<file path="src/rtl/wave_arb_pkg.sv">
// Shared types for the wave read arbiter: requester tags and tag-pipeline entries.
// Latency: n/a (types and helpers only).
// Backpressure: n/a.
package wave_arb_pkg;

    // Tags are carried at a fixed width that is wide enough for any practical voice
    // count. The minimum width a given NUM_OSC needs is given by tag_width().
    localparam int TAG_W = 8;

    function automatic int tag_width(input int num_osc);
        return $clog2(num_osc + 2);
    endfunction

    // Oscillators use tags 0..NUM_OSC-1. The visualiser and the debugger take the next two.
    function automatic logic [TAG_W-1:0] tag_viz(input int num_osc);
        return TAG_W'(num_osc);
    endfunction

    function automatic logic [TAG_W-1:0] tag_dbg(input int num_osc);
        return TAG_W'(num_osc + 1);
    endfunction

    typedef struct packed {
        logic             vld;
        logic [TAG_W-1:0] tag;
    } tag_ent_t;

endpackage

</file>
<file path="src/rtl/wave_read_arbiter_rr.sv">
// Round-robin arbiter. It returns a one-hot grant for the first request at or after the pointer.
// Latency: the grant is combinational. The pointer moves to winner+1 at the edge where a grant is issued.
// Backpressure: en_i low suppresses the grant and freezes the pointer. Requests stay pending.
// Ports: clk_i/rst_ni clock and async active-low reset, en_i grant enable,
//        req_i request vector, gnt_o one-hot grant.
module rr_arbiter #(
    parameter int N = 4
) (
    input  logic         clk_i,
    input  logic         rst_ni,
    input  logic         en_i,
    input  logic [N-1:0] req_i,
    output logic [N-1:0] gnt_o
);
    localparam int PW = (N > 1) ? $clog2(N) : 1;

    logic [PW-1:0] ptr_q, ptr_d;
    logic [PW-1:0] idx, win;
    logic          found;
    int            s;

    always_comb begin
        gnt_o = '0;
        found = 1'b0;
        win   = '0;
        idx   = '0;
        s     = 0;
        // Scan from the pointer, wrapping N-1 -> 0.
        for (int k = 0; k < N; k++) begin
            s = int'(ptr_q) + k;
            if (s >= N) s = s - N;
            idx = PW'(s);
            if (!found && req_i[idx]) begin
                found = 1'b1;
                win   = idx;
            end
        end
        ptr_d = ptr_q;
        if (en_i && found) begin
            gnt_o[win] = 1'b1;
            ptr_d      = (win == PW'(N - 1)) ? '0 : win + 1'b1;
        end
    end

    always_ff @(posedge clk_i or negedge rst_ni) begin
        if (!rst_ni) ptr_q <= '0;
        else         ptr_q <= ptr_d;
    end

endmodule

</file>
<file path="src/rtl/wave_read_arbiter.sv">
// Wave BRAM read-port arbiter for NUM_OSC voices, the visualiser and the debugger.
// Latency: ack (comb) -> registered BRAM read -> data/valid READ_LATENCY+2 cycles after the ack.
//          Full throughput. Returns come back in grant order.
// Backpressure: no acks while load_busy_in or reset. Starved viz/dbg get a forced grant at STARVE_LIMIT.
// Ports: per requester req/addr in, ack/valid/data out. bram_en/addr out (registered) and bram_data in.
module wave_read_arbiter
    import wave_arb_pkg::*;
#(
    parameter int NUM_OSC      = 4,
    parameter int ADDR_WIDTH   = 18,
    parameter int DATA_WIDTH   = 16,
    parameter int READ_LATENCY = 2,
    parameter int STARVE_LIMIT = 64
) (
    input  logic                                clk_in,
    input  logic                                rst_in,
    input  logic                                load_busy_in,
    input  logic [NUM_OSC-1:0]                  osc_req_in,
    input  logic [NUM_OSC-1:0][ADDR_WIDTH-1:0]  osc_addr_in,
    output logic [NUM_OSC-1:0]                  osc_ack_out,
    output logic [NUM_OSC-1:0]                  osc_valid_out,
    output logic [NUM_OSC-1:0][DATA_WIDTH-1:0]  osc_data_out,
    input  logic                                viz_req_in,
    input  logic [ADDR_WIDTH-1:0]               viz_addr_in,
    output logic                                viz_ack_out,
    output logic                                viz_valid_out,
    output logic [DATA_WIDTH-1:0]               viz_data_out,
    input  logic                                dbg_req_in,
    input  logic [ADDR_WIDTH-1:0]               dbg_addr_in,
    output logic                                dbg_ack_out,
    output logic                                dbg_valid_out,
    output logic [DATA_WIDTH-1:0]               dbg_data_out,
    output logic                                bram_en_out,
    output logic [ADDR_WIDTH-1:0]               bram_addr_out,
    input  logic [DATA_WIDTH-1:0]               bram_data_in
);
    localparam int             CW    = $clog2(STARVE_LIMIT + 1);
    localparam logic [CW-1:0]  LIMIT = CW'(STARVE_LIMIT);

    logic [CW-1:0]           viz_cnt_q, viz_cnt_d, dbg_cnt_q, dbg_cnt_d;
    logic                    grant_ok, force_viz, force_dbg, osc_en, any_osc, any_grant;
    logic [ADDR_WIDTH-1:0]   sel_addr;
    logic [TAG_W-1:0]        sel_tag;
    logic                    bram_en_q;
    logic [ADDR_WIDTH-1:0]   bram_addr_q;
    tag_ent_t                pipe_q [READ_LATENCY+1];
    tag_ent_t                ret;
    logic [NUM_OSC-1:0]                  osc_valid_q;
    logic [NUM_OSC-1:0][DATA_WIDTH-1:0]  osc_data_q;
    logic                    viz_valid_q, dbg_valid_q;
    logic [DATA_WIDTH-1:0]   viz_data_q, dbg_data_q;

    // Acks are combinational, so reset also has to mask them directly.
    assign grant_ok  = rst_in && !load_busy_in;
    assign force_viz = grant_ok && viz_req_in && (viz_cnt_q == LIMIT);
    assign force_dbg = grant_ok && !force_viz && dbg_req_in && (dbg_cnt_q == LIMIT);
    assign osc_en    = grant_ok && !force_viz && !force_dbg;

    rr_arbiter #(.N(NUM_OSC)) u_osc_rr (
        .clk_i  (clk_in),
        .rst_ni (rst_in),
        .en_i   (osc_en),
        .req_i  (osc_req_in),
        .gnt_o  (osc_ack_out)
    );

    assign any_osc     = |osc_ack_out;
    assign viz_ack_out = force_viz || (osc_en && !any_osc && viz_req_in);
    assign dbg_ack_out = force_dbg || (osc_en && !any_osc && !viz_req_in && dbg_req_in);
    assign any_grant   = any_osc || viz_ack_out || dbg_ack_out;

    // A counter clears on ack or when the request drops. It freezes while the loader is busy
    // and saturates at LIMIT.
    function automatic logic [CW-1:0] starve_next(input logic [CW-1:0] cnt,
                                                  input logic req, input logic ack,
                                                  input logic busy);
        if (!req || ack)             return '0;
        else if (busy || cnt == LIMIT) return cnt;
        else                         return cnt + 1'b1;
    endfunction

    assign viz_cnt_d = starve_next(viz_cnt_q, viz_req_in, viz_ack_out, load_busy_in);
    assign dbg_cnt_d = starve_next(dbg_cnt_q, dbg_req_in, dbg_ack_out, load_busy_in);

    always_comb begin
        sel_addr = '0;
        sel_tag  = '0;
        for (int i = 0; i < NUM_OSC; i++) begin
            if (osc_ack_out[i]) begin
                sel_addr = osc_addr_in[i];
                sel_tag  = TAG_W'(i);
            end
        end
        if (viz_ack_out) begin
            sel_addr = viz_addr_in;
            sel_tag  = tag_viz(NUM_OSC);
        end
        if (dbg_ack_out) begin
            sel_addr = dbg_addr_in;
            sel_tag  = tag_dbg(NUM_OSC);
        end
    end

    // The tag entering at the grant edge reaches the last stage at the same time as the BRAM data
    // for its address.
    assign ret = pipe_q[READ_LATENCY];

    always_ff @(posedge clk_in or negedge rst_in) begin
        if (!rst_in) begin
            viz_cnt_q   <= '0;
            dbg_cnt_q   <= '0;
            bram_en_q   <= 1'b0;
            bram_addr_q <= '0;
            for (int i = 0; i <= READ_LATENCY; i++) pipe_q[i] <= '0;
            osc_valid_q <= '0;
            osc_data_q  <= '0;
            viz_valid_q <= 1'b0;
            viz_data_q  <= '0;
            dbg_valid_q <= 1'b0;
            dbg_data_q  <= '0;
        end else begin
            viz_cnt_q <= viz_cnt_d;
            dbg_cnt_q <= dbg_cnt_d;
            bram_en_q <= any_grant;
            if (any_grant) bram_addr_q <= sel_addr;
            pipe_q[0] <= '{vld: any_grant, tag: sel_tag};
            for (int i = 1; i <= READ_LATENCY; i++) pipe_q[i] <= pipe_q[i-1];
            for (int i = 0; i < NUM_OSC; i++) begin
                osc_valid_q[i] <= ret.vld && (ret.tag == TAG_W'(i));
                if (ret.vld && (ret.tag == TAG_W'(i))) osc_data_q[i] <= bram_data_in;
            end
            viz_valid_q <= ret.vld && (ret.tag == tag_viz(NUM_OSC));
            if (ret.vld && (ret.tag == tag_viz(NUM_OSC))) viz_data_q <= bram_data_in;
            dbg_valid_q <= ret.vld && (ret.tag == tag_dbg(NUM_OSC));
            if (ret.vld && (ret.tag == tag_dbg(NUM_OSC))) dbg_data_q <= bram_data_in;
        end
    end

    assign bram_en_out   = bram_en_q;
    assign bram_addr_out = bram_addr_q;
    assign osc_valid_out = osc_valid_q;
    assign osc_data_out  = osc_data_q;
    assign viz_valid_out = viz_valid_q;
    assign viz_data_out  = viz_data_q;
    assign dbg_valid_out = dbg_valid_q;
    assign dbg_data_out  = dbg_data_q;

endmodule

</file>
<file path="config.mk">
export PLATFORM = sky130hd
export DESIGN_NAME = wave_read_arbiter
export DESIGN_NICKNAME = d
export VERILOG_FILES = /design/src/rtl/wave_arb_pkg.sv /design/src/rtl/wave_read_arbiter_rr.sv /design/src/rtl/wave_read_arbiter.sv
export SDC_FILE = /design/constraint.sdc
export NUM_CORES = 1
export LEC_CHECK = 0
export ABC_AREA = 0
export BUFFER_PORTS_ARGS = -buffer_cell sky130_fd_sc_hd__buf_2
export CAP_MARGIN = 20
export CORE_MARGIN = 1.5
export CORE_UTILIZATION = 35
export CTS_BUF_LIST = sky130_fd_sc_hd__clkbuf_4
export DETAILED_ROUTE_END_ITERATION = 10
export GPL_TIMING_DRIVEN = 0
export MAX_ROUTING_LAYER = met4
export SYNTH_ARGS = -nofsm -noshare
export SYNTH_HDL_FRONTEND = slang
export SYNTH_SLANG_ARGS = --single-unit
</file>
<file path="constraint.sdc">
create_clock -name clk_in -period 5.2 [get_ports clk_in]
set_input_delay 1.56 -clock clk_in [delete_from_list [all_inputs] [get_ports clk_in]]
set_output_delay 1.56 -clock clk_in [all_outputs]
set_load 0.05 [all_outputs]
</file>
**Yosys cells after proc, flatten, opt, wreduce, memory -nomap -nowiden**

Cells that the tools add are included.

- $add $sub $neg: 10
- Magnitude comparators: 10
- Equality and inequality tests: 10
- Mux-type cells: 39
- Reduce and logical (&&, ||, !) cells: 41

Operators with widths:

| operator | number |
|---|---|
| 2-to-1 mux 18 bit | 6 |
| 2-to-1 mux 8 bit | 4 |
| 2-to-1 mux 7 bit | 4 |
| logical AND 1 bit | 22 |
| 2-to-1 mux 2 bit | 9 |
| == test 8 x 2 -> 1 bit (second input constant) | 2 |
| == test 8 x 3 -> 1 bit (second input constant) | 2 |
| less-than comparator 2 x 3 -> 1 bit (second input constant) | 5 |
| adder 7 x 1 -> 7 bit (second input constant) | 2 |
| == test 7 bit (second input constant) | 2 |
| 2-to-1 mux 1 bit | 10 |
| >= comparator 3 bit (second input constant) | 3 |
| logical NOT 1 bit | 9 |
| binary-select mux 1 bit (select 2 bit) | 4 |
| == test 8 x 1 -> 1 bit (second input constant) | 1 |
| logical NOT 8 bit | 1 |
| logical OR 1 bit | 8 |
| subtractor 2 x 1 -> 2 bit (second input constant) | 4 |
| adder 2 x 2 -> 3 bit (second input constant) | 2 |
| 2-to-1 mux 4 bit | 1 |
| inequality test 2 bit (second input constant) | 2 |
| OR reduction 4 bit | 1 |
| adder 2 x 1 -> 3 bit (second input constant) | 1 |
| >= comparator 2 x 3 -> 1 bit (second input constant) | 1 |
| 4 further kinds | 4 |

- Register bits: 163
- Input port bits: 133
- Output and inout port bits: 127
- Logic and storage cells: 129

**Longest topological paths before layout**

Gate-level depths: netlist (run 1).

- Word-level depth: 27
- Mapped depth: 13
- Depth with buffers taken out: 11

**By module**

A second synthesis (run 1) with hierarchy kept.

- Cells, all modules: 601
- Area, all modules: 6576.3 um^2

By module, submodules not included:

| module | instances | cells an instance | area an instance (um^2) | sequential area each (um^2) |
|---|---|---|---|---|
| wave_read_arbiter | 1 | 571 | 6309.8 | 3653.5 |
| rr_arbiter | 1 | 30 | 266.5 | 50.0 |

**Worst setup path before layout (run 1)**

Ideal clock, no wire load.

- Path type: input port to output port
- From: input port osc_req_in[0]
- To: output port viz_ack_out
- Data arrival time: 3826 ps
- Data required time: 3640 ps
- Setup slack: -186 ps
- Stages: 9
- Cell sequence: nor2b_1 a21oi_1 o22ai_1 a21oi_1 inv_1 ha_1 or4_1 a32oi_4 o21a_1

- Longest elaborated chain between the ends: 22
- Elaborated cells between the ends (all ways): 34
- Classes of those cells: order compare: 2; mux: 19; reduce/logical: 13

Ends and longest elaborated chain:

| what | RTL line | source |
|---|---|---|
| start, declared | wave_read_arbiter.sv:18 | `input logic [NUM_OSC-1:0] osc_req_in,` |
| binary-select mux 1 bit (select 2 bit) | wave_read_arbiter_rr.sv:33 | `if (!found && req_i[idx]) begin` |
| 2-to-1 mux 1 bit (implied by the code) | wave_read_arbiter_rr.sv:33 |  |
| 2-to-1 mux 1 bit | wave_read_arbiter_rr.sv:33 |  |
| logical NOT 1 bit | wave_read_arbiter_rr.sv:33 |  |
| logical AND 1 bit | wave_read_arbiter_rr.sv:33 |  |
| 2-to-1 mux 1 bit | wave_read_arbiter_rr.sv:33 |  |
| logical NOT 1 bit | wave_read_arbiter_rr.sv:33 |  |
| logical AND 1 bit | wave_read_arbiter_rr.sv:33 |  |
| [... 5 more ...] | -- |  |
| logical AND 1 bit (implied by the code) | wave_read_arbiter_rr.sv:40 | `gnt_o[win] = 1'b1;` |
| 2-to-1 mux 1 bit (implied by the code) | wave_read_arbiter_rr.sv:40 |  |
| demux 1 bit (select 2 bit) | -- |  |
| 2-to-1 mux 4 bit * | wave_read_arbiter_rr.sv:39 | `if (en_i && found) begin` |
| OR reduction 4 bit * | wave_read_arbiter.sv:67 | `assign any_osc = \|osc_ack_out;` |
| logical NOT 1 bit * | wave_read_arbiter.sv:68 | `assign viz_ack_out = force_viz \|\| (osc_en && !any_osc && viz_req_in);` |
| logical AND 1 bit * (2 in series) | wave_read_arbiter.sv:68 |  |
| logical OR 1 bit * | wave_read_arbiter.sv:68 |  |
| end, declared | wave_read_arbiter.sv:25 | `output logic viz_ack_out,` |

Mark *: on every way between the ends. The rest lies on a longest branch, timed or not. The select of a mux whose other input is x is not followed.

**Worst setup path in the final report (run 1)**

Ends and elaborated chain as after synthesis.

==> results of run 1 <==
-- power breakdown --
part / switching (mW) / internal (mW) / total (mW) / leakage [nW]
clock: 0.461 / 0.300 / 0.761 / 0.151
sequential: 0.201 / 1.54 / 1.74 / 1.78
combinational: 2.08 / 0.844 / 2.92 / 2.50
total: 2.74 / 2.68 / 5.42 / 4.44
-- cell families after synthesis --
family                   Yosys count  share of synthesized area
buffers and inverters             49                     0.0348
AND/OR/NAND/NOR                  174                      0.116
flip-flops                       148                      0.543
multiplexers                      65                      0.107
adder cells (fa/ha/maj)            8                     0.0147
AO/OA/AOI/OAI                    144                      0.169
XOR/XNOR                          12                     0.0154
-- worst paths after layout --
kind                                               startpoint                            end  depth (start not counted)
worst max-delay path                            osc_req_in[0]                    viz_ack_out                         11
worst min-delay path                     pipe_q[20]$_DFF_PN0_           pipe_q[11]$_DFF_PN0_                          0
worst max register to register  u_osc_rr.ptr_q[1]$_DFFE_PN0P_  bram_addr_out[16]$_DFFE_PN0P_                         14
worst min register to register           pipe_q[20]$_DFF_PN0_           pipe_q[11]$_DFF_PN0_                          0
max in group asynchronous                              rst_in    osc_data_out[8]$_DFFE_PN0P_                          2
min in group asynchronous                              rst_in    osc_data_out[1]$_DFFE_PN0P_                          1
-- layout make-up --
| class | instances | area, sq um | area share |
|---|---|---|---|
| diodes | 1 | 2.50 | 0.000279 |
| plain buffers | 32 | 175 | 0.0195 |
| clock buffers | 17 | 128 | 0.0142 |
| clock inverters | 14 | 169 | 0.0188 |
| inverters | 15 | 60.1 | 0.00670 |
| multi-input cells | 403 | 2970 | 0.331 |
| flip-flops and latches | 148 | 3700 | 0.413 |
| well taps | 260 | 325 | 0.0363 |
| repair buffers | 272 | 1440 | 0.160 |
-- state kept, by name, indices dropped and copies added, names as in the netlist --
register,flops
dbg_data_out,16
u_osc_rr.ptr_q,2
bram_addr_out,18
viz_valid_out,1
osc_data_out,64
pipe_q,12
viz_cnt_q,7
osc_valid_out,4
dbg_cnt_q,7
dbg_valid_out,1
viz_data_out,16
-- cell usage after synthesis (all sizes together) (2+ instances only) --
cell / instances / area [sq um]
a211oi: 2 / 27.5
a21o: 17 / 128
a21oi: 9 / 45.0
a221o: 17 / 170
a22oi: 18 / 135
and2: 2 / 12.5
and3: 6 / 37.5
buf: 17 / 118
clkbuf: 17 / 63.8
clkinv: 3 / 11.3
dfrtp: 148 / 3700
ha: 8 / 100
inv: 12 / 45.0
mux2: 65 / 732
nand2: 107 / 402
nand2b: 5 / 31.3
nand4: 5 / 31.3
nand4b: 2 / 17.5
nor2: 29 / 111
nor2b: 5 / 31.3
nor3: 2 / 20.0
nor4: 2 / 12.5
o211ai: 35 / 308
o21a: 18 / 135
o21ai: 17 / 92.6
o22ai: 3 / 18.8
or2: 2 / 12.5
or4: 2 / 15.0
xnor2: 3 / 26.3
xor2: 9 / 78.8
-- per-stage QoR --
stage / utilization / instances / setup TNS, ns / setup slack, ns
floorplan: - / 600 / 0 / 0.0130
global placement: 0.447 / 1119 / -25.73 / -2.02
detailed placement: 0.449 / 1120 / -1.11 / -0.559
CTS: 0.468 / 1154 / 0 / 0.000421
global route: 0.475 / 1162 / -0.0170 / -0.0170
finish: 0.475 / 1162 / 0 / 0.0553
-- layout by cell type (no fill, tap or decap), drive strengths merged, types with 3 or more instances in the layout --
master      n
a21o       17
a21oi       9
a221o      17
a22oi      18
and3        6
buf       288
clkbuf     33
clkinv      4
clkinvlp    4
dfrtp     148
ha          8
inv        19
mux2       65
nand2     107
nand2b      5
nand4       5
nor2       29
nor2b       5
o211ai     35
o21a       18
o21ai      17
o22ai       3
xnor2       3
xor2        9
-- repair_timing --
item,CTS,global route
gates resized for setup,8,16
buffers inserted,4,8
pin swaps,3,6
gates cloned,0,0
endpoints found under the setup margin,4,4
endpoints found under the hold margin,0,0
-- per-layer routing --
| layer | vias to the layer above | track usage | routed length, um |
|---|---|---|---|
| li1 | 2731 | - | - |
| met2 | 225 | 0.332 | 9690 |
| met3 | 14 | 0.0490 | 1290 |
| met4 | 0 | 0.0505 | 198 |
| met1 | 2738 | 0.248 | 8600 |
| met5 | - | - | 0 |
==> run_results.csv, run 1 <==
group,metric,value,unit
clock_tree,cts_tree,"done",
timing,setup_violations,0,
cells_and_area,fillers,1872,
cells_and_area,fin_nets,1030,
setup_path,start_kind,"input pin",
clock_tree,clockRootBuffer,"clkbuf_4",
setup_path,worstSetupEndpointType,"primary output",
routing,wire_per_inst,17.0,um
global_route,grt_max_degree,82,
cells_and_area,drive_above_1_share,0.469,
setup_path,cp_data_required_time,3.64,ns
setup_path,crit_fanout,5,
timing,hold_ws,0.363,ns
power_and_ir_drop,powerDensity,605,nW/um^2
worst_hold_path,hold_path.class,"reg2reg",
place,hpwl,14700,um
timing,slew_viol_final,0,
timing,period_share,0.989,
clock_tree,cts.sinks,148,
timing,worst_pin_slew,0.906,ns
setup_path,worst-path-buf-inv,3,
synthesis,synth_cell_types,50,
floorplanning,ios,260,
setup_path,path_common_cell,"a21oi_2",
clock_tree,cts-buffers-inserted,17,
synthesis,syn-cell-area,6820,sq um
outcome,status,"finished clean",
synthesis,dominantRegCellSynth,"dfrtp_1",
power_and_ir_drop,leakage,4.44,nW
synthesis,syn_nets,741,
global_route,gr-total-overflow,0,
floorplanning,coreArea,18900,sq um
place,place_area,8490,sq um
setup_path,crit_family,"compound AO/OA/AOI/OAI gates",
routing,wirelength,19800,um
synthesis,syn_avg_cell_area,11.4,sq um
power_and_ir_drop,power,5.42,mW
place,routabilityCongestion,0.830,
floorplanning,start_util,0.361,
setup_path,max_stage_delay,0.53,ns
synthesis,yosysWarnings,0,
synthesis,syn_inst,600,
setup_path,worstPathArrival,3.58,ns
synthesis,yosysSeqAreaShare,0.543,
setup_path,crit_path_cell_trace,"buf_2 > nor2b_4 > a21oi_2 > o22ai_2 > a21oi_2 > inv_2 > ha_4 > or4_4 > a32oi_4 > o21a_4 > buf_8",
floorplanning,dieArea,20300,sq um
routing,first_pass_iters,4,
floorplanning,die_h,143,um
cells_and_area,areaGrowthSynthToFinish,31.4,%
floorplanning,die_x,143,um
setup_path,reg2reg_slack,2.07,ns
routing,route.vias.total,5708,
global_route,grt_pass1_wl,30400,um
place,io_buffers,259,
timing,max-slew-margin-rel,0.394,
global_route,grt_use_total,0.201,
routing,viasPerCell,4.91,
timing,max_freq,0.194,GHz
synthesis,ys_ff_latch,148,
clock_tree,clkLatencyLatePin,0.53,ns
clock_tree,cts.htree.levels,4,
timing,hold_viol_final,0,
timing,skew,0.0163,ns
synthesis,async_flop_share,1.00,
routing,drtIter0Drc,222,
flow_run,maxCapViolCount,0,
setup_path,cp_slowest_cell,"or4_4",
timing,fin_crit,5.14,ns
clock_tree,cts_hold_buf,0,
clock_tree,cts_buffer_depth,2,
routing,drtAntennaViolNets,0,
global_route,grt_pass1_vias,5684,
floorplanning,rows,50,
setup_path,worstSetupPathType,"in2out",
routing,drc,0,
global_route,antenna_found_initial,1,
power_and_ir_drop,ir_drop,192,uV
synthesis,synth_edf_count,0,
cells_and_area,fin_area,8960,sq um
clock_tree,clk_pin_slew,0.13,ns
(Power assumes the default switching activity.)
==> inputs of run 2 (changes only) <==
Settings changed: ABC_AREA 0 to 1.
==> run 2 against run 1 <==
Net effect: the flow now finishes with violations (negative setup slack); fmax is 1.5% lower; hold slack worse by 0.0029 ns; synthesized cell count is 43% higher; die area is 3.6% higher; critical endpoint is now dbg_ack_out; clock power is 5.5% lower; power is 27% higher.
==> run_results.csv, run 2 <==
group,metric,value,unit
synthesis,syn-cell-area,7070,sq um
synthesis,synthSimpleGateAreaFrac,0.268,
synthesis,yosys.cell_count.top_type,"nand2_1",
cells_and_area,fin_area,9350,sq um
global_route,grt_pass1_vias,6735,
synthesis,yosysSeqAreaShare,0.524,
synthesis,synth-xor-area-share,0.00991,
timing,fin_ws,-0.0206,ns
clock_tree,cts_tree,"done",
timing,max-slew-margin-rel,0.547,
setup_path,reg2reg_slack,2.04,ns
routing,route.vias.total,6860,
synthesis,dominantRegCellSynth,"dfrtp_1",
cells_and_area,drive_above_1_share,0.329,
synthesis,synthAdderAreaFrac,0.0142,
synthesis,ys_ff_latch,148,
outcome,status,"finished with violations",
routing,viasPerCell,4.77,
synthesis,netlist_top_cells_count,"255 x nand2_1, 148 x dfrtp_1, 119 x o21ai_0",
routing,drc,0,
synthesis,syn_avg_cell_area,8.27,sq um
cells_and_area,fin_nets,1299,
setup_path,cp_data_required_time,3.64,ns
outcome,violations,"negative setup slack",
floorplanning,start_util,0.360,
synthesis,synth_cell_types,32,
clock_tree,cts_hold_buf,0,
clock_tree,clkLatencyLatePin,0.55,ns
power_and_ir_drop,leakage,4.94,nW
routing,drtAntennaViolNets,0,
global_route,grt_pass1_wl,36100,um
routing,drtIter0Drc,280,
flow_run,maxCapViolCount,0,
timing,fin_crit,5.22,ns
synthesis,syn_nets,996,
cells_and_area,largest_reg_flops,64,
setup_path,crit_fanout,4,
power_and_ir_drop,power,6.88,mW
setup_path,start_kind,"input pin",
clock_tree,cts.htree.levels,4,
setup_path,worstSetupPathType,"in2out",
global_route,grt_max_degree,91,
floorplanning,dieArea,21100,sq um
power_and_ir_drop,ir_drop,297,uV
synthesis,synth_top_family_by_area,"simple AND/OR/NAND/NOR gates",
place,pre_cts_slack,-0.523,ns
synthesis,netlist.area_leader.share,0.524,
clock_tree,clockRootBuffer,"clkbuf_4",
routing,first_pass_iters,5,
cells_and_area,areaGrowthSynthToFinish,32.2,%
place,hpwl,17100,um
timing,setup_violations,1,
place,io_buffers,259,
timing,hold_viol_final,0,
floorplanning,die_x,145,um
timing,max_freq,0.192,GHz
clock_tree,cts_buffer_depth,2,
setup_path,worstReg2RegEnd,"bram_addr_out[14]$_DFFE_PN0P_",
floorplanning,ios,260,
routing,wire_per_inst,15.8,um
global_route,grt_use_total,0.224,
setup_path,worstPathArrival,3.66,ns
setup_path,startpoint,"osc_req_in[0]",
place,routabilityCongestion,0.826,
synthesis,synthTopCellsByArea,"dfrtp_1 52%, nand2_1 14%, o21ai_0 8.4%, nand3_1 6.0%, inv_1 4.5%",
floorplanning,die_h,145,um
synthesis,async_flop_share,1.00,
cells_and_area,layout_commonest_cell,"buf_2",
synthesis,synth-compound-area-share,0.0980,
setup_path,reg2reg_depth,22,
power_and_ir_drop,powerDensity,735,nW/um^2
clock_tree,cts-buffers-inserted,17,
timing,skew,0.0198,ns
setup_path,rr_startpoint,"u_osc_rr.ptr_q[0]$_DFFE_PN0P_",
routing,wirelength,22700,um
synthesis,yosys-mux-area-fraction,0,
global_route,gr-total-overflow,0,
timing,grt_setup_unrepaired,"yes",
cells_and_area,final_cell_mix,"256 x buf_2, 248 x nand2_1, 148 x dfrtp_1",
synthesis,syn_inst,855,
timing,period_share,1.00,
cells_and_area,fin_util,0.476,
setup_path,crit_end,"dbg_ack_out",
timing,slew_viol_final,0,
worst_hold_path,hold_path.class,"reg2reg",
place,place_area,8740,sq um
setup_path,worstSetupEndpointType,"primary output",
floorplanning,coreArea,19700,sq um
synthesis,yosysWarnings,0,
clock_tree,cts.sinks,148,
global_route,antenna_found_initial,3,
clock_tree,clk_pin_slew,0.13,ns
timing,worst_pin_slew,0.680,ns
floorplanning,rows,51,
synthesis,synth_edf_count,0,
synthesis,synth.largest_area_cell,"dfrtp_1",
==> run 2: cell count changes after synthesis, sizes merged, moves of 18 or more <==
cell	change
a22oi	-18
o21a	-18
o21ai	+110
mux2	-65
inv	+76
nand4	+24
nand3	+87
o211ai	-33
nand2	+160
==> run 2: how the worst min path moves through the flow <==
stage                          from                   to  slack (ns)  cells past startpoint
6_report       pipe_q[18]$_DFF_PN0_  pipe_q[9]$_DFF_PN0_        0.36                      0
5_1_grt         pipe_q[9]$_DFF_PN0_  pipe_q[0]$_DFF_PN0_        0.36                      0
4_1_cts        pipe_q[18]$_DFF_PN0_  pipe_q[9]$_DFF_PN0_        0.36                      0
3_5_place_dp   pipe_q[18]$_DFF_PN0_  pipe_q[9]$_DFF_PN0_        0.33                      0
3_3_place_gp   pipe_q[17]$_DFF_PN0_  pipe_q[8]$_DFF_PN0_        0.33                      0
2_1_floorplan   pipe_q[9]$_DFF_PN0_  pipe_q[0]$_DFF_PN0_        0.33                      0
==> run 2: layout make-up <==
type,count,area (sq um)
Fill cell,2017,10300
Multi-Input combinational cell,569,2860
Sequential cell,148,3700
Timing Repair Buffer,287,1580
Tap cell,265,332
Clock buffer,18,135
Buffer,37,215
Antenna cell,3,7.51
Inverter,98,377
Clock inverter,14,144
==> run 2: logic make-up (layout without fill, tap and decap cells) <==
logic type	count (synthesis)	in the layout
simple gates	420	420
buf+inv	138	454
other cells	0	3
fa+ha+maj	8	8
xor+xnor	8	8
flops	148	148
compound gates	133	133
==> run 2: routing by layer <==
layer  track usage  vias to the layer above  share of wire
met2         0.378                      255           0.50
met5             -                        -              0
met3        0.0447                       26          0.054
met1         0.272                     3204           0.43
met4        0.0668                        0          0.019
li1              -                     3375              -
==> run 2: timing repair <==
action,CTS,global route
buffers inserted,11,16
resized for setup,21,25
endpoints found under the setup margin,5,5
pin swaps,10,14
==> run 2: where the power goes <==
group / internal, mW / switching [mW] / leakage [nW]
logic: 1.16 / 3.11 / 3.04
clock network: 0.258 / 0.460 / 0.147
registers: 1.63 / 0.254 / 1.75
total: 3.05 / 3.83 / 4.94
==> run 2: worst max-delay path: stages <==
cell,delay (ns)
buf_2,0.11
inv_2,0.05
nand2_1,0.06
nand3_2,0.10
nand2_2,0.08
nor2_4,0.17
buf_4,0.13
buf_4,0.10
nand3_4,0.07
nand2_4,0.09
inv_1,0.09
ha_2,0.22
o211ai_4,0.22
buf_6,0.14
nand3_4,0.07
nand2_4,0.10
nand2_8,0.07
clkinvlp_4,0.09
buf_8,0.14
==> run 2: through the flow <==
step	std cells	hold WS (ns)	setup TNS [ns]
after floorplan	855	0.331	0
after global placement	1379	0.333	-31.78
after detailed placement	1380	0.335	-1.49
after CTS	1421	0.364	-0.0418
after global routing	1439	0.362	-0.279
final	1439	0.360	-0.0206
==> inputs of run 3 (changes only) <==
==> constraint.sdc (replaced) <==
create_clock -name clk_in -period 5.2 [get_ports clk_in]
set_input_delay 1.3 -clock clk_in [delete_from_list [all_inputs] [get_ports clk_in]]
set_output_delay 1.3 -clock clk_in [all_outputs]
set_load 0.05 [all_outputs]
==> run 3 against run 2 <==
Net effect: the run now ends clean; first-iteration DRC count rose by 6.4%; non-clock buffer count decreased by 21; die area is the same; critical endpoint is now viz_ack_out; largest cell class unchanged.
==> run_results.csv, run 3 (same netlist as run 2, synthesis figures left out) <==
group,metric,value,unit
clock_tree,cts_hold_buf,0,
power_and_ir_drop,clkPwrFrac,0.104,
clock_tree,cts.sinks,148,
timing,finalSetupTns,0,ns
routing,drtIter0Drc,298,
floorplanning,coreArea,19700,sq um
floorplanning,die_x,145,um
power_and_ir_drop,combPwrFrac,0.607,
floorplanning,start_util,0.360,
setup_path,crit_fanout,10,
cells_and_area,regArea,3700,sq um
setup_path,worst-path-buf-inv,8,
setup_path,cp_slowest_cell,"ha_1",
routing,route.vias.total,6720,
cells_and_area,layout_commonest_cell,"buf_2",
timing,max_freq,0.200,GHz
setup_path,cp_data_required_time,3.90,ns
timing,period_share,0.961,
floorplanning,dieArea,21100,sq um
flow_run,maxCapViolCount,0,
global_route,antenna_found_initial,1,
global_route,grt_pass1_vias,6548,
setup_path,critical_path_depth,20,
cells_and_area,largest_reg_flops,64,
floorplanning,die_h,145,um
setup_path,worstSetupEndpointType,"primary output",
outcome,status,"finished clean",
place,io_buffers,259,
clock_tree,cts_buffer_depth,2,
power_and_ir_drop,power,6.57,mW
setup_path,path_common_cell,"inv_1",
place,place_area,8730,sq um
routing,wire_per_inst,15.5,um
timing,max-slew-margin-rel,0.591,
clock_tree,clkLatencyLatePin,0.56,ns
worst_hold_path,whs_path_depth,0,
setup_path,worstPathArrival,3.70,ns
power_and_ir_drop,netSwitchingFraction,0.568,
timing,grt_setup_unrepaired,"no",
global_route,grt_max_degree,98,
place,routabilityCongestion,0.867,
clock_tree,cts-buffers-inserted,17,
floorplanning,rows,51,
timing,fin_crit,5.00,ns
cells_and_area,fin_util,0.460,
routing,viasPerCell,4.75,
cells_and_area,drive_above_1_share,0.298,
cells_and_area,fillers,2037,
global_route,grt_use_total,0.220,
cells_and_area,multi_input_area,2770,sq um
setup_path,crit_path_cell_trace,"buf_2 > inv_1 > nand2_4 > nand3_1 > nand2_2 > nor2_4 > a21oi_1 > xor2_1 > inv_1 > nand2_1 > inv_1 > ha_1 > o211ai_2 > nand3_2 > nand2_4 > buf_6 > nand2_4 > buf_6 > inv_1 > buf_4",
routing,wirelength,21900,um
setup_path,start_kind,"input pin",
setup_path,worstSetupPathType,"in2out",
timing,hold_viol_final,0,
power_and_ir_drop,net-switching-power,3.73,mW
cells_and_area,areaGrowthSynthToFinish,27.7,%
setup_path,reg2reg_depth,21,
timing,slew_viol_final,0,
clock_tree,cts.htree.levels,4,
power_and_ir_drop,leakage,4.86,nW
global_route,grt_pass1_wl,35400,um
global_route,gr-total-overflow,0,
timing,skew,0.0216,ns
clock_tree,clk_pin_slew,0.13,ns
cells_and_area,fin_nets,1278,
routing,drc,0,
setup_path,crit_family,"buffers and inverters",
power_and_ir_drop,powerDensity,728,nW/um^2
routing,drtAntennaViolNets,0,
floorplanning,ios,260,
cells_and_area,fin_area,9030,sq um
place,hpwl,16900,um
power_and_ir_drop,ir_drop,295,uV
worst_hold_path,hold_path.class,"reg2reg",
setup_path,max_stage_delay,0.23,ns
clock_tree,cts_tree,"done",
clock_tree,clockRootBuffer,"clkbuf_4",
power_and_ir_drop,internal-power,2.84,mW
power_and_ir_drop,seqPwrFrac,0.288,
cells_and_area,final_cell_mix,"262 x buf_2, 255 x nand2_1, 148 x dfrtp_1",
timing,setup_violations,0,
timing,worst_pin_slew,0.614,ns
routing,first_pass_iters,4,
## run 3: cell type report
type / count / share of cell area
Sequential cell: 148 / 0.410
Multi-Input combinational cell: 569 / 0.306
Clock inverter: 15 / 0.0150
Timing Repair Buffer: 263 / 0.150
Clock buffer: 17 / 0.0141
Buffer: 40 / 0.0266
Inverter: 98 / 0.0407
Antenna cell: 1 / 0.000277
Tap cell: 265 / 0.0367
## run 3: worst register-to-register path: cells and delay by family, from the launching register on
kind | cells | cell delay (ns)
compound gates | 1 | 0.10
buf+inv | 6 | 0.93
fa+ha+maj | 1 | 0.20
simple gates | 12 | 1.19
flops | 1 | 0.42
xor+xnor | 1 | 0.15
## run 3: power by group through the flow
stage                     sequential, mW  combinational, mW  clock, mW
after floorplan                     3.41               1.45          0
after global placement              1.90               3.94          0
after detailed placement            1.92               3.99          0
after CTS                           1.89               3.99      0.714
after global routing                1.95               4.31      0.763
final                               1.90               3.99      0.684
## run 3: routing by layer
layer,global-route usage,wire (um)
met4,0.0755,574
met1,0.271,9550
met2,0.359,10500
met3,0.0456,1350
met5,-,0
## run 3: worst paths after layout
path	from	endpoint	slack, ns
max in group asynchronous	rst_in	dbg_data_out[8]$_DFFE_PN0P_	3.65
min in group asynchronous	rst_in	viz_data_out[3]$_DFFE_PN0P_	0.68
min	pipe_q[11]$_DFF_PN0_	pipe_q[2]$_DFF_PN0_	0.36
max reg2reg	u_osc_rr.ptr_q[0]$_DFFE_PN0P_	bram_addr_out[16]$_DFFE_PN0P_	2.16
min reg2reg	pipe_q[11]$_DFF_PN0_	pipe_q[2]$_DFF_PN0_	0.36
max	osc_req_in[3]	viz_ack_out	0.20
## run 3: timing repair
item / in CTS / in global routing
buffers inserted: 0 / 3
setup endpoints to repair: 0 / 3
resized for setup: 0 / 6
## run 3: per-stage QoR
| stage | setup WS (ns) | hold slack [ns] | cells |
|---|---|---|---|
| final | 0.201 | 0.363 | 1416 |
| after global placement | -1.61 | 0.333 | 1379 |
| after CTS | 0.0412 | 0.365 | 1412 |
| after floorplan | 0.425 | 0.331 | 855 |
| after global routing | 0.00175 | 0.376 | 1416 |
| after detailed placement | 0.0541 | 0.335 | 1380 |
